<file path="src/rtl/cla_pkg.sv">
// Shared definitions for the sliced carry-lookahead pipeline adder.
// The stage struct is sized for the widest legal adder; narrower builds leave the upper bits zero.
package cla_pkg;

    localparam int SLICE_W     = 4;
    localparam int N_SLICE_MAX = 8;
    localparam int W_MAX       = SLICE_W * N_SLICE_MAX;

    function automatic int data_width(input int n_slice);
        return SLICE_W * n_slice;
    endfunction

    typedef struct packed {
        logic             v;
        logic             c;
        logic [W_MAX-1:0] sum;
        logic [W_MAX-1:0] a;
        logic [W_MAX-1:0] b;
        logic             a_msb;
        logic             b_msb;
    } stage_t;

endpackage

</file>
<file path="src/rtl/cla_pipe_adder_if.sv">
// Operand/result handshake bundle for cla_pipe_adder.
interface cla_pipe_adder_if
    import cla_pkg::*;
#(
    parameter int N_SLICE = 4
);
    localparam int W = data_width(N_SLICE);

    logic         in_valid;
    logic         in_ready;
    logic [W-1:0] a;
    logic [W-1:0] b;
    logic         ci;
    logic         out_valid;
    logic         out_ready;
    logic [W-1:0] sum;
    logic         co;
    logic         ovf;

    modport master (
        output in_valid, a, b, ci, out_ready,
        input  in_ready, out_valid, sum, co, ovf
    );

    modport slave (
        input  in_valid, a, b, ci, out_ready,
        output in_ready, out_valid, sum, co, ovf
    );

endinterface

</file>
<file path="src/rtl/cla4.sv">
// 4-bit carry-lookahead slice with group generate/propagate outputs.
module cla4 (
    input  logic [3:0] a,
    input  logic [3:0] b,
    input  logic       ci,
    output logic [3:0] s,
    output logic       co,
    output logic       gg,
    output logic       pg
);
    logic [3:0] g;
    logic [3:0] p;
    logic [4:0] c;

    assign g = a & b;
    assign p = a ^ b;

    assign c[0] = ci;
    assign c[1] = g[0] | (p[0] & ci);
    assign c[2] = g[1] | (p[1] & g[0]) | (p[1] & p[0] & ci);
    assign c[3] = g[2] | (p[2] & g[1]) | (p[2] & p[1] & g[0]) | (p[2] & p[1] & p[0] & ci);
    assign c[4] = gg | (pg & ci);

    assign gg = g[3] | (p[3] & g[2]) | (p[3] & p[2] & g[1]) | (p[3] & p[2] & p[1] & g[0]);
    assign pg = &p;

    assign s  = p ^ c[3:0];
    assign co = c[4];

endmodule

</file>
<file path="src/rtl/cla_pipe_adder.sv">
// Handshaked adder: one cla4 slice per pipeline stage, carry registered between slices.
// Stalled stages hold; empty stages refill even while downstream is blocked.
module cla_pipe_adder
    import cla_pkg::*;
#(
    parameter int N_SLICE = 4
) (
    input  logic                  clk,
    input  logic                  rst_n,
    cla_pipe_adder_if.slave       bus
);
    localparam int W = data_width(N_SLICE);

    stage_t             stg_p [1:N_SLICE];
    stage_t             nxt_p [1:N_SLICE];
    logic [N_SLICE:1]   adv;
    logic [N_SLICE:1]   load;
    logic               in_ready;

    logic [SLICE_W-1:0] sl_a [N_SLICE];
    logic [SLICE_W-1:0] sl_b [N_SLICE];
    logic [SLICE_W-1:0] sl_s [N_SLICE];
    logic [N_SLICE-1:0] sl_ci;
    logic [N_SLICE-1:0] sl_co;
    logic [N_SLICE-1:0] gg_unused;
    logic [N_SLICE-1:0] pg_unused;

    // Advance ripples back from the output: a stage moves if the next one is empty or moving.
    always_comb begin
        adv          = '0;
        adv[N_SLICE] = stg_p[N_SLICE].v && bus.out_ready;
        for (int k = N_SLICE - 1; k >= 1; k--) begin
            adv[k] = stg_p[k].v && (!stg_p[k+1].v || adv[k+1]);
        end
    end

    assign in_ready     = !stg_p[1].v || adv[1];
    assign bus.in_ready = in_ready;
    assign load         = {adv[N_SLICE-1:1], bus.in_valid && in_ready};

    always_comb begin
        sl_a[0]  = bus.a[SLICE_W-1:0];
        sl_b[0]  = bus.b[SLICE_W-1:0];
        sl_ci[0] = bus.ci;
        for (int k = 1; k < N_SLICE; k++) begin
            sl_a[k]  = stg_p[k].a[k*SLICE_W +: SLICE_W];
            sl_b[k]  = stg_p[k].b[k*SLICE_W +: SLICE_W];
            sl_ci[k] = stg_p[k].c;
        end
    end

    for (genvar k = 0; k < N_SLICE; k++) begin : g_slice
        cla4 u_cla4 (
            .a  (sl_a[k]),
            .b  (sl_b[k]),
            .ci (sl_ci[k]),
            .s  (sl_s[k]),
            .co (sl_co[k]),
            .gg (gg_unused[k]),
            .pg (pg_unused[k])
        );
    end

    // Stage inputs: slice 0 from the bus, slice k folded into the beat held in stage k.
    always_comb begin
        nxt_p[1]                    = '0;
        nxt_p[1].v                  = 1'b1;
        nxt_p[1].c                  = sl_co[0];
        nxt_p[1].sum[SLICE_W-1:0]   = sl_s[0];
        nxt_p[1].a[W-1:SLICE_W]     = bus.a[W-1:SLICE_W];
        nxt_p[1].b[W-1:SLICE_W]     = bus.b[W-1:SLICE_W];
        nxt_p[1].a_msb              = bus.a[W-1];
        nxt_p[1].b_msb              = bus.b[W-1];
        for (int k = 1; k < N_SLICE; k++) begin
            nxt_p[k+1]                             = stg_p[k];
            nxt_p[k+1].c                           = sl_co[k];
            nxt_p[k+1].sum[k*SLICE_W +: SLICE_W]   = sl_s[k];
            nxt_p[k+1].a[k*SLICE_W +: SLICE_W]     = '0;
            nxt_p[k+1].b[k*SLICE_W +: SLICE_W]     = '0;
        end
    end

    always_ff @(posedge clk or negedge rst_n) begin
        if (!rst_n) begin
            for (int k = 1; k <= N_SLICE; k++) begin
                stg_p[k] <= '0;
            end
        end else begin
            for (int k = 1; k <= N_SLICE; k++) begin
                if (load[k]) begin
                    stg_p[k] <= nxt_p[k];
                end else if (adv[k]) begin
                    stg_p[k].v <= 1'b0;
                end
            end
        end
    end

    // Output stage drives the bus directly.
    logic [W-1:0] sum_q;
    logic         unused_bits;

    assign sum_q         = stg_p[N_SLICE].sum[W-1:0];
    assign bus.out_valid = stg_p[N_SLICE].v;
    assign bus.sum       = sum_q;
    assign bus.co        = stg_p[N_SLICE].c;
    assign bus.ovf       = (stg_p[N_SLICE].a_msb == stg_p[N_SLICE].b_msb) &&
                           (sum_q[W-1] != stg_p[N_SLICE].a_msb);

    assign unused_bits = ^{stg_p[N_SLICE], gg_unused, pg_unused};

endmodule
</file>
<file path="src/flat_wrapper.sv">
// flat-port wrapper written by rule: the top's interface ports become plain ports
module cla_pipe_adder_flat import cla_pkg::*;
#(
    parameter int N_SLICE = 4
)
  (clk, rst_n, bus_in_valid, bus_a, bus_b, bus_ci, bus_out_ready, bus_in_ready, bus_out_valid, bus_sum, bus_co, bus_ovf);
  cla_pipe_adder_if #(.N_SLICE(N_SLICE)) bus_i ();
  input  logic clk;
  input  logic rst_n;
  input wire logic [$bits(bus_i.in_valid)-1:0] bus_in_valid;
  input wire logic [$bits(bus_i.a)-1:0] bus_a;
  input wire logic [$bits(bus_i.b)-1:0] bus_b;
  input wire logic [$bits(bus_i.ci)-1:0] bus_ci;
  input wire logic [$bits(bus_i.out_ready)-1:0] bus_out_ready;
  output wire logic [$bits(bus_i.in_ready)-1:0] bus_in_ready;
  output wire logic [$bits(bus_i.out_valid)-1:0] bus_out_valid;
  output wire logic [$bits(bus_i.sum)-1:0] bus_sum;
  output wire logic [$bits(bus_i.co)-1:0] bus_co;
  output wire logic [$bits(bus_i.ovf)-1:0] bus_ovf;
  assign bus_i.in_valid = bus_in_valid;
  assign bus_i.a = bus_a;
  assign bus_i.b = bus_b;
  assign bus_i.ci = bus_ci;
  assign bus_i.out_ready = bus_out_ready;
  assign bus_in_ready = bus_i.in_ready;
  assign bus_out_valid = bus_i.out_valid;
  assign bus_sum = bus_i.sum;
  assign bus_co = bus_i.co;
  assign bus_ovf = bus_i.ovf;
  cla_pipe_adder #(.N_SLICE(N_SLICE)) u_core (.clk(clk), .rst_n(rst_n), .bus(bus_i));
endmodule
</file>
<file path="config.mk">
export PLATFORM = sky130hd
export DESIGN_NAME = cla_pipe_adder_flat
export DESIGN_NICKNAME = d
export VERILOG_FILES = /design/src/rtl/cla_pkg.sv /design/src/rtl/cla_pipe_adder_if.sv /design/src/rtl/cla4.sv /design/src/rtl/cla_pipe_adder.sv /design/src/flat_wrapper.sv
export SDC_FILE = /design/constraint.sdc
export NUM_CORES = 1
export LEC_CHECK = 0
export CAP_MARGIN = 20
export CORE_UTILIZATION = 55
export DETAILED_ROUTE_END_ITERATION = 10
export GPL_ROUTABILITY_DRIVEN = 0
export PLACE_DENSITY = 0.8
export SLEW_MARGIN = 20
export SYNTH_ARGS = -nofsm -noshare
export SYNTH_HDL_FRONTEND = slang
export SYNTH_SLANG_ARGS = --single-unit
</file>
<file path="constraint.sdc">
create_clock -name clk -period 1.92 [get_ports clk]
set_clock_uncertainty 0.1 [all_clocks]
set_input_delay 0.288 -clock clk [delete_from_list [all_inputs] [get_ports clk]]
set_output_delay 0.288 -clock clk [all_outputs]
set_load 0.02 [all_outputs]
</file>
==> results.ini <==
[placement]
dp_hpwl_um = 4960
place_ws_ns = -0.296
io_buffer_count = 56
dp.cells = 461

[floorplan]
num_io_pins = 57
coreArea_um2 = 7450
die_x_um = 90.7
die_y_um = 90.7
num_rows = 31
start_util_pct = 58.1
dieArea_um2 = 8230

[global_route]
grt_use_total_pct = 19.4
grt_pass1_vias = 2634
gr-total-overflow = 0
grt_pass1_wl_um = 12200
top_usage_layer = met2
use_met1_pct = 22.8
grt_start_max_net_pins = 42
globalRouteMet2Util_pct = 33.1
use_met3_pct = 3.87
grt_antenna_before_repair = 0

[layout]
final_cell_mix = dfrtp_1 (98), mux2_2 (73), clkdlybuf4s50_1 (53), nand2_1 (22), o21ai_0 (20)
finalNonFillerCells = 478
area_growth_pct = 19.6
antennaDiodeCount = 0
drive_gt1_share_pct = 28.0
final_common_cell = dfrtp_1
nets = 431

[critical_path]
critical_path_peak_fanout = 3
cp_data_required_time_ns = 1.53
crit_type = primary input to primary output
cp-start-kind = primary input
cp_slowest_cell = clkdlybuf4s50_1
cp_cell_sequence = clkdlybuf4s50_1, nand4b_2, or2_2, buf_2
cp-end-kind = primary output
cpPeakStageDelay_ns = 0.45
cp.arrival_ns = 1.44

[timing]
final.min_clock_period_ns = 1.82
fmax_mhz = 548
setup_viol = 0
rsz0062_at_grt = false
timing.final.hold_violations = 0
relSlewSlack_pct = 64.5
fin_crit_sh_pct = 95.0
finalSetupTns_ns = 0
fin_ws_ns = 0.0958
drv_slew = 0
worstMarginPinSlew_ns = 0.533

[routing]
wl_per_cell_um = 14.6
drt.antenna.violating_nets = 0
drtIter0Drc = 68
wirelength_um = 6960
drc_errors = 0
drt-vias-per-instance = 5.22
dr.pass1.iters = 4
vias = 2496

[logic_synthesis]
synth_mux_area_share_pct = 19.3
synthCells = 320
synth_area_leaders = dfrtp_1 (57%), mux2_2 (19%), ha_1 (4.6%)
synth_compound_area_share_pct = 6.33
yosys_register_bits = 98
synth.avg_cell_area_um2 = 13.5
yosysTopAreaCellShare_pct = 56.7
synthSimpleGateAreaFrac_pct = 3.58
ys_types = 24
ys_seq_area_share_pct = 56.7
synth_area_um2 = 4330
synthAdderAreaFrac_pct = 6.48
synth_largest_area_cell = dfrtp_1
syn_nets = 377
synth_xor_area_share_pct = 2.23
synth_top_family_by_area = multiplexers
ys_warn_count = 0

[clock_network]
htree_levels = 3
clockBufferDepth = 2
cts_tree = yes
clock_sinks = 98
root_buffer = clkbuf_8
clock_latency_ns = 0.37
cts_made_buffers = 9
postCtsSetupBuffers = 0
cts.clk_slew.worst_paths_ns = 0.09

[power_and_ir_drop]
p_int_uw = 4550
leakage_uw = 0.00228
power_uw = 6750
seqPwrFrac_pct = 46.8
power_frac_comb_pct = 35.1
swShare_pct = 32.7
powerDensity_nw_per_um2 = 1310
p_clk_share_pct = 18.1
switching_power_uw = 2210
ir_drop_mv = 0.724

[min_path]
min_path_type = primary input to asynchronous set/reset pin

[flow_run]
drv_cap = 0

[run_status]
status = finished, final reports clean

cell families after synthesis:
family | count (synthesis)
buffers and inverters | 39
adder cells (fa/ha/maj) | 20
XOR/XNOR | 11
multiplexers | 74
AO/OA/AOI/OAI | 44
AND/OR/NAND/NOR | 34
flip-flops | 98
power groups by stage:
| stage | Sequential, uW | Combinational, uW | Clock, uW |
|---|---|---|---|
| after CTS | 3170 | 2410 | 1270 |
| after global routing | 3260 | 2640 | 1340 |
| after global placement | 3160 | 2290 | 0 |
| final | 3160 | 2370 | 1230 |
| after detailed placement | 3210 | 2390 | 0 |
| after floorplan | 3070 | 1830 | 0 |
worst max-delay path: cells and delay by family:
family        cells  cell delay [ns]
buf+inv           2             0.61
simple gates      2             0.54
area by class of cell:
cell class / count / area (um^2)
Timing Repair Buffer: 69 / 727
Fill cell: 536 / 2270
Tap cell: 99 / 124
Sequential cell: 98 / 2450
Inverter: 13 / 48.8
Clock inverter: 7 / 60.1
Clock buffer: 9 / 124
Multi-Input combinational cell: 183 / 1640
Yosys cell counts, drive strengths merged:
library cell / instances
ha: 16
o31ai: 1
xor2: 6
nand3b: 1
fa: 4
nor2: 5
mux2: 74
xnor2: 5
a21o: 3
a211oi: 9
or2: 1
dfrtp: 98
nand2b: 4
o21bai: 4
buf: 26
o21ai: 21
a21oi: 6
nand2: 22
nand4b: 1
inv: 13
state kept, by name, summed over array words and instances, names as in the netlist:
signal	flops
u_core.sl_ci	3
u_core.nxt_p	52
u_core.bus.co	1
u_core.bus.sum	16
u_core.bus.out_valid	1
u_core.stg_p	2
u_core.sl_a	11
u_core.sl_b	12
per-layer routing:
metal / vias up / wire, um
li1: 1200 / -
met4: 0 / 197
met5: - / 0
met3: 16 / 235
met1: 1238 / 2930
met2: 42 / 3590
through the flow:
| stage | hold slack, ns | cell area [um^2] | util [%] |
|---|---|---|---|
| floorplan | -0.108 | 4330 | - |
| global placement | 0.198 | 4990 | 67.0 |
| detailed placement | 0.208 | 4990 | 67.0 |
| CTS | 0.365 | 5170 | 69.5 |
| global route | 0.400 | 5170 | 69.5 |
| finish | 0.355 | 5170 | 69.5 |
worst paths after layout:
kind	depth (start not counted)	start	slack, ns	to
setup reg to reg	5	u_core.sl_a[8]	0.22	u_core.sl_ci[2]
hold reg to reg	2	u_core.nxt_p[74]	0.38	u_core.nxt_p[74]
min in group clk	2	u_core.nxt_p[74]	0.38	u_core.nxt_p[74]
setup / recovery	4	bus_out_ready	0.1	bus_in_ready
hold / removal	2	rst_n	0.35	u_core.bus.sum[1]
max in group asynchronous	3	rst_n	0.81	u_core.sl_ci[2]
timing repair:
item / 4_1_cts / 5_1_grt
setup endpoints to repair: 2 / 0
resized for setup: 5 / 0
hold buffers: 1 / 0
endpoints found under the hold margin: 38 / 0
Note: power is estimated with default switching activity, not from simulation.
